**src/rtl/traffic_light_sequencer_pkg.sv**
```systemverilog
// Shared definitions for the intersection light sequencer and the renderer.
package traffic_light_sequencer_pkg;

  // Phase encoding, also exported on the phase output.
  typedef enum logic [1:0] {
    NS_GO  = 2'd0,
    NS_CLR = 2'd1,
    EW_GO  = 2'd2,
    EW_CLR = 2'd3
  } phase_t;

  // Light levels as the renderer interprets them.
  localparam logic LIGHT_GREEN = 1'b1;
  localparam logic LIGHT_RED   = 1'b0;

  // Light level for an approach whose green phase is go_phase.
  function automatic logic light_for(input phase_t cur, input phase_t go_phase);
    return (cur == go_phase) ? LIGHT_GREEN : LIGHT_RED;
  endfunction

endpackage

```
**src/rtl/traffic_light_sequencer_sync_edge_detect.sv**
```systemverilog
// Two-flop synchronizer followed by a registered rising-edge pulse.
// The pulse appears three clk edges after the asynchronous input rises.
module sync_edge_detect (
  input  logic clk,
  input  logic rst_n,
  input  logic din,
  output logic pulse
);

  logic meta_reg;
  logic sync_reg;
  logic prev_reg;
  logic pulse_reg;

  // Synchronize the level, remember last synced value, emit one-cycle rise pulse.
  always_ff @(posedge clk or negedge rst_n) begin
    if (!rst_n) begin
      meta_reg  <= 1'b0;
      sync_reg  <= 1'b0;
      prev_reg  <= 1'b0;
      pulse_reg <= 1'b0;
    end else begin
      meta_reg  <= din;
      sync_reg  <= meta_reg;
      prev_reg  <= sync_reg;
      pulse_reg <= sync_reg & ~prev_reg;
    end
  end

  assign pulse = pulse_reg;

endmodule

```
**src/rtl/traffic_light_sequencer.sv**
```systemverilog
// Intersection light sequencer: alternates N/S and E/W green phases with an
// all-red clearance between them, counted in animation ticks. Supports an
// automatic cycle, request-driven manual mode, and a freeze on game over.
module traffic_light_sequencer
  import traffic_light_sequencer_pkg::*;
#(
  parameter int GREEN_TICKS     = 8,
  parameter int MIN_GREEN_TICKS = 3,
  parameter int CLEAR_TICKS     = 2,
  parameter int CNT_W           = 8
) (
  input  logic             dclk,
  input  logic             clr,
  input  logic             animate_clk,
  input  logic             game_over,
  input  logic             manual_en,
  input  logic             btn_ns,
  input  logic             btn_ew,
  output logic             traffic0_color,
  output logic             traffic1_color,
  output logic             traffic2_color,
  output logic             traffic3_color,
  output logic [1:0]       phase,
  output logic [CNT_W-1:0] tick_cnt
);

  localparam logic [CNT_W-1:0] GREEN_LAST = CNT_W'(GREEN_TICKS - 1);
  localparam logic [CNT_W-1:0] MIN_LAST   = CNT_W'(MIN_GREEN_TICKS - 1);
  localparam logic [CNT_W-1:0] CLEAR_LAST = CNT_W'(CLEAR_TICKS - 1);
  localparam logic [CNT_W-1:0] CNT_MAX    = {CNT_W{1'b1}};

  // Edge-detected async inputs: index 0 = animate_clk, 1 = btn_ns, 2 = btn_ew.
  logic [2:0] edge_in;
  logic [2:0] edge_pulse;
  assign edge_in = {btn_ew, btn_ns, animate_clk};

  genvar gi;
  generate
    for (gi = 0; gi < 3; gi++) begin : g_edge
      sync_edge_detect u_sync_edge (
        .clk   (dclk),
        .rst_n (clr),
        .din   (edge_in[gi]),
        .pulse (edge_pulse[gi])
      );
    end
  endgenerate

  logic tick;
  logic ns_req;
  logic ew_req;
  assign tick   = edge_pulse[0];
  assign ns_req = edge_pulse[1];
  assign ew_req = edge_pulse[2];

  // Level-only inputs: index 0 = game_over, 1 = manual_en.
  logic [1:0] level_in;
  logic [1:0] level_meta_reg;
  logic [1:0] level_sync_reg;
  assign level_in = {manual_en, game_over};

  // Two-flop synchronizers for the level controls.
  always_ff @(posedge dclk or negedge clr) begin
    if (!clr) begin
      level_meta_reg <= 2'b00;
      level_sync_reg <= 2'b00;
    end else begin
      level_meta_reg <= level_in;
      level_sync_reg <= level_meta_reg;
    end
  end

  logic frozen;
  logic manual;
  assign frozen = level_sync_reg[0];
  assign manual = level_sync_reg[1];

  phase_t           state_reg;
  phase_t           state_next;
  logic [CNT_W-1:0] cnt_reg;
  logic             pending_ns_reg;
  logic             pending_ew_reg;
  logic             fire;
  logic             advance;

  assign advance = tick & ~frozen;

  // Exit condition and destination for the current phase.
  always_comb begin
    fire       = 1'b0;
    state_next = state_reg;
    case (state_reg)
      NS_GO: begin
        fire       = manual ? (pending_ew_reg && (cnt_reg >= MIN_LAST))
                            : (cnt_reg == GREEN_LAST);
        state_next = NS_CLR;
      end
      NS_CLR: begin
        fire       = (cnt_reg == CLEAR_LAST);
        state_next = EW_GO;
      end
      EW_GO: begin
        fire       = manual ? (pending_ns_reg && (cnt_reg >= MIN_LAST))
                            : (cnt_reg == GREEN_LAST);
        state_next = EW_CLR;
      end
      default: begin
        fire       = (cnt_reg == CLEAR_LAST);
        state_next = NS_GO;
      end
    endcase
  end

  // Phase FSM, tick counter and request latches; all hold while frozen.
  always_ff @(posedge dclk or negedge clr) begin
    if (!clr) begin
      state_reg      <= EW_CLR;
      cnt_reg        <= '0;
      pending_ns_reg <= 1'b0;
      pending_ew_reg <= 1'b0;
    end else if (!frozen) begin
      if (advance) begin
        if (fire) begin
          state_reg <= state_next;
          cnt_reg   <= '0;
        end else if (cnt_reg != CNT_MAX) begin
          cnt_reg <= cnt_reg + 1'b1;
        end
      end
      // Entering a green phase consumes its request; that beats a new press.
      if (advance && fire && (state_next == NS_GO)) begin
        pending_ns_reg <= 1'b0;
      end else if (ns_req && (state_reg != NS_GO)) begin
        pending_ns_reg <= 1'b1;
      end
      if (advance && fire && (state_next == EW_GO)) begin
        pending_ew_reg <= 1'b0;
      end else if (ew_req && (state_reg != EW_GO)) begin
        pending_ew_reg <= 1'b1;
      end
    end
  end

  assign traffic0_color = light_for(state_reg, NS_GO);
  assign traffic2_color = light_for(state_reg, NS_GO);
  assign traffic1_color = light_for(state_reg, EW_GO);
  assign traffic3_color = light_for(state_reg, EW_GO);
  assign phase          = state_reg;
  assign tick_cnt       = cnt_reg;

endmodule

```
**config.mk**
```make
export PLATFORM = sky130hd
export DESIGN_NAME = traffic_light_sequencer
export DESIGN_NICKNAME = d
export VERILOG_FILES = /design/src/rtl/traffic_light_sequencer_pkg.sv /design/src/rtl/traffic_light_sequencer_sync_edge_detect.sv /design/src/rtl/traffic_light_sequencer.sv
export SDC_FILE = /design/constraint.sdc
export NUM_CORES = 1
export LEC_CHECK = 0
export CAP_MARGIN = 40
export CORE_AREA = 4 4 48 60
export DETAILED_ROUTE_END_ITERATION = 7
export DIE_AREA = 0 0 52 64
export GPL_TIMING_DRIVEN = 0
export PLACE_DENSITY_LB_ADDON = 0.12
export SLEW_MARGIN = 20
export SYNTH_ARGS = -nofsm -noshare
export SYNTH_HDL_FRONTEND = slang
export SYNTH_SLANG_ARGS = --single-unit
```
**constraint.sdc**
```tcl
create_clock -name dclk -period 5.55 [get_ports dclk]
set_clock_uncertainty 0.15 [all_clocks]
set_input_delay 1.11 -clock dclk [delete_from_list [all_inputs] [get_ports dclk]]
set_output_delay 1.11 -clock dclk [all_outputs]
set_load 0.03 [all_outputs]
```
# Word level (Yosys, flattened, before mapping)
# Cells that the tools add are included.
[word_totals] input_bits=7 rom_bits=0 reg_bits=28 mem_count=0 latchBits=0 mem_bits_rw=0
[op_classes] muxes=12 shifts=0 bitwise_logic=8 multipliers=0 reduce_logical=17 addsub=1 n_lt_le_gt_ge=1 div=0 n_eq_ne=7
[op_table] cell="8-bit two-way mux" n=2
[op_table] cell="8-bit by 1-bit adder with 8-bit output, second input constant" n=1
[op_table] cell="8-bit by 1-bit equality test with 1-bit output, second input constant" n=1
[op_table] cell="8-bit by 3-bit equality test with 1-bit output, second input constant" n=1
[op_table] cell="8-bit by 2-bit greater-or-equal comparator with 1-bit output, second input constant" n=1
[op_table] cell="1-bit two-way mux" n=8
[op_table] cell="8-bit inequality test, second input constant" n=1
[op_table] cell="2-bit nonzero test" n=4
[op_table] cell="1-bit logical AND" n=7
[op_table] cell="2-bit case mux with 3 select lines" n=1
[op_table] cell="3-bit AND reduction" n=2
[op_table] cell="1-bit bitwise AND" n=4
[op_table] cell="2-bit equality test, second input constant" n=2
[op_table] cell="2-bit zero test" n=2
[op_table] cell="1-bit NOT" n=4
[op_table] cell="2-bit AND reduction" n=2
[op_table] cell="2-bit by 1-bit equality test with 1-bit output, second input constant" n=1
[op_table] cell="2-bit inequality test, second input constant" n=1
[op_table] cell="1-bit case mux with 2 select lines" n=1

# Longest topological paths before layout
[logic_depth] ltp_word=8 mapped_depth=7 depth_no_buf=7

# By module
# Synthesis repeated with hierarchy kept, for this count alone.
[unflattened] hier_cells=97 area_unflattened_um2=1202.4
[modules_own_cells] module="traffic_light_sequencer" cells_per_inst=82 seq_area_each_um2=402.9 n_inst=1 area_each_um2=860.8
[modules_own_cells] module="sync_edge_detect" cells_per_inst=5 seq_area_each_um2=100.1 n_inst=3 area_each_um2=113.9

# Worst setup path after synthesis
# No wires, ideal clock.
[synth_timing] kind="register to output" start="register state_reg[1], in the netlist phase[1]" end="output port traffic3_color" t_required_ps=4290 arrival_ps=1332 path_stages_with_launch=3 path_slack_ps=2958 path_buffers=1 path_cell_list="dfstp_2 ha_1 buf_4"
[synth_via] elab_chain_len=2
[synth_lines] element="start: declaration" line="traffic_light_sequencer.sv:78" source="phase_t state_reg;"
[synth_lines] element="start signal: assignment" line="traffic_light_sequencer.sv:124" source="state_reg <= state_next;"
[synth_lines] element="2-bit equality test"
[synth_lines] element="1-bit two-way mux"
[synth_lines] element="end: declaration" line="traffic_light_sequencer.sv:22" source="output logic traffic3_color,"
# No other way between the ends.

# Worst setup path after layout
[layout_timing] start="register state_reg[0], in the netlist phase[0]" end="output port traffic3_color"
[layout_via] elab_chain_len=2
[layout_lines] element="2-bit equality test" line="traffic_light_sequencer_pkg.sv:18" source="return (cur == go_phase) ? LIGHT_GREEN : LIGHT_RED;"
[layout_lines] element="1-bit two-way mux" line="traffic_light_sequencer_pkg.sv:18"
# No other way between the ends.

==> impl_metrics.env <==
export IMPL_dp_hpwl_mm=1.53
export IMPL_worst_pin_slew_ns=0.614
export IMPL_post_synth_num_cell_types=30
export IMPL_met1_usage=0.175
export IMPL_yosysWarnings=0
export IMPL_period_minus_slack_ns=3.28
export IMPL_synthArstFlopShare=1.00
export IMPL_die_h_um=64
export IMPL_drv_cap=0
export IMPL_cts_clk_slew_worst_paths_ns=0.14
export IMPL_drt_pass1_iter_count=4
export IMPL_synth_seq_cells=28
export IMPL_final_cell_mix="dfrtp_1 (26), clkdlybuf4s50_1 (19), nor2_1 (9)"
export IMPL_syn_to_final_growth_pct=23.7
export IMPL_final_nets=139
export IMPL_path_max_fanout=6
export IMPL_min_period_over_period=0.592
export IMPL_clockPowerShare=0.183
export IMPL_fp_row_count=20
export IMPL_finalMaxSlewViolations=0
export IMPL_postCtsSetupRepairBufs=0
export IMPL_crit_required_ns=4.29
export IMPL_cts_hold_buf=0
export IMPL_grt_pass1_vias=801
export IMPL_switching_share=0.374
export IMPL_synth_net_count=114
export IMPL_ys_top_cells_by_area="dfrtp_1 (53%), ha_1 (7.2%), dfstp_2 (4.3%)"
export IMPL_p_leak_nw=0.657
export IMPL_yosysTopAreaCell="dfrtp_1"
export IMPL_p_int_mw=0.446
export IMPL_whs_path_depth=0
export IMPL_startpoint_type="flop"
export IMPL_cp_end_kind="output pin"
export IMPL_peakVddDrop_uv=328
export IMPL_synth_ff_type="dfrtp_1"
export IMPL_num_io_pins=21
export IMPL_vias=817
export IMPL_fin_tns_setup_ns=0
export IMPL_seq_power_share=0.388
export IMPL_grt_overflow_total=0
export IMPL_n_antenna_cell=0
export IMPL_cts_htree_levels=1
export IMPL_grt_pass1_wl_mm=3.58
export IMPL_die_w_um=52
export IMPL_dpl_cell_area_mm2=0.00145
export IMPL_layout_commonest_cell="dfrtp_1"
export IMPL_grtUsageTotal=0.145
export IMPL_cts_tree="done"
export IMPL_yosysTopAreaCellShare=0.534
export IMPL_initial_utilization=0.512
export IMPL_wl_per_cell_um=13.5
export IMPL_root_buffer="clkbuf_4"
export IMPL_ant_nets=0
export IMPL_rsz0062_at_grt="false"
export IMPL_dieArea_mm2=0.00333
export IMPL_drive_gt1_frac=0.129
export IMPL_clkLatencyLatePin_ns=0.33
export IMPL_antenna_found_initial=0
export IMPL_grt_max_degree=29
export IMPL_synth_edff_count=0
export IMPL_stdcell_area_mm2=0.00151
export IMPL_cts_resized=0
export IMPL_avgSynthCellArea_um2=12.2
export IMPL_fmax_mhz=305
export IMPL_powerDensity_mw_per_mm2=473
export IMPL_slew_headroom=0.590
export IMPL_grt_busiest_layer="met2"
export IMPL_routed_wl_mm=2.11
export IMPL_viasPerCell=5.20
export IMPL_io_buffer_count=20
export IMPL_final_core_util=0.634
export IMPL_hold_viol=0
export IMPL_core_region_area_mm2=0.00238
export IMPL_grtUsageMet3=0.0280
export IMPL_cts_sinks=28
export IMPL_setup_viol=0
export IMPL_seq_area_frac_synth=0.578
export IMPL_largest_reg_flops=8
export IMPL_holdCritPathClass="flop to flop"
export IMPL_syn_inst=100
export IMPL_timing_worst_setup_path_type="flop to output pin"
export IMPL_p_sw_mw=0.267
export IMPL_grt_use_met2=0.247
export IMPL_dr_first_iter_drc_count=24
export IMPL_status="complete, no violations"
export IMPL_gp_congestion=0.850
export IMPL_arrival_ns=2.02
export IMPL_synth_area_mm2=0.00122
export IMPL_reg2regPathDepth=6
export IMPL_cts_made_buffers=3
export IMPL_drcViolationCount=0
export IMPL_power_frac_comb=0.429
export IMPL_clockBufferDepth=2
==> critical path, cell delays in order (launching register included) <==
cell	delay, ns
dfstp_2	0.59
inv_1	0.08
ha_1	0.29
buf_4	0.16
clkdlybuf4s50_1	0.58
==> power groups by stage <==
| stage | clock network, mW | logic, mW | registers, mW |
|---|---|---|---|
| 6_report | 0.130 | 0.306 | 0.276 |
| 5_1_grt | 0.143 | 0.332 | 0.281 |
| 4_1_cts | 0.136 | 0.310 | 0.276 |
| 3_5_place_dp | 0 | 0.308 | 0.281 |
| 3_3_place_gp | 0 | 0.301 | 0.278 |
| 2_1_floorplan | 0 | 0.168 | 0.310 |
==> kinds of logic after synthesis <==
logic type / after synthesis / synth area share
and+or+nand+nor: 37 / 0.172
DFF: 28 / 0.578
AOI/OAI and AO/OA: 15 / 0.0997
buffers and inverters: 7 / 0.0288
adders and majority gates: 7 / 0.0719
xor gates and xnor gates: 3 / 0.0216
muxes: 3 / 0.0288
==> synthesized netlist by cell type, types with 2 or more instances <==
library cell / instances
dfstp_2: 2
inv_1: 4
xor2_1: 3
nand3_1: 6
o21ai_0: 3
ha_1: 7
nand2_1: 5
nand4_1: 3
a21oi_1: 5
nor2_1: 9
buf_4: 2
dfrtp_1: 26
mux2i_1: 2
and4_1: 2
nor2b_1: 6
==> stage by stage <==
step / hold slack, ns / instances / setup WS [ns] / power, mW
2_1_floorplan: 0.181 / 100 / 2.96 / 0.478
3_3_place_gp: 0.182 / 153 / 2.66 / 0.579
3_5_place_dp: 0.186 / 153 / 2.64 / 0.588
4_1_cts: 0.222 / 157 / 2.26 / 0.722
5_1_grt: 0.231 / 157 / 2.19 / 0.756
6_report: 0.218 / 157 / 2.27 / 0.713
==> per-layer routing <==
metal	up-vias	part of all wire
met4	0	0.018
met1	400	0.41
met3	4	0.041
li1	391	-
met5	-	0
met2	22	0.53
==> layout make-up <==
cell class,count,area (um2)
fill,182,871
sequential,28,703
multi-input combinational,65,479
timing repair buffer,20,195
tap,33,41.3
clock inverter,1,30.0
clock buffer,3,22.5
buffer,3,20.0
inverter,4,15.0
==> path summary, 6_finish.rpt <==
kind | startpoint | endpoint | slack [ns]
min | level_meta_reg[0] | level_sync_reg[0] | 0.22
max | phase[0] | traffic3_color | 2.27
max reg2reg | phase[0] | phase[1] | 3.24
min reg2reg | level_meta_reg[0] | level_sync_reg[0] | 0.22
min in group asynchronous | clr | pending_ns_reg | 0.62
max in group asynchronous | clr | g_edge[1].u_sync_edge.sync_reg | 4.23
No activity file was read; power rests on OpenSTA's default activity.
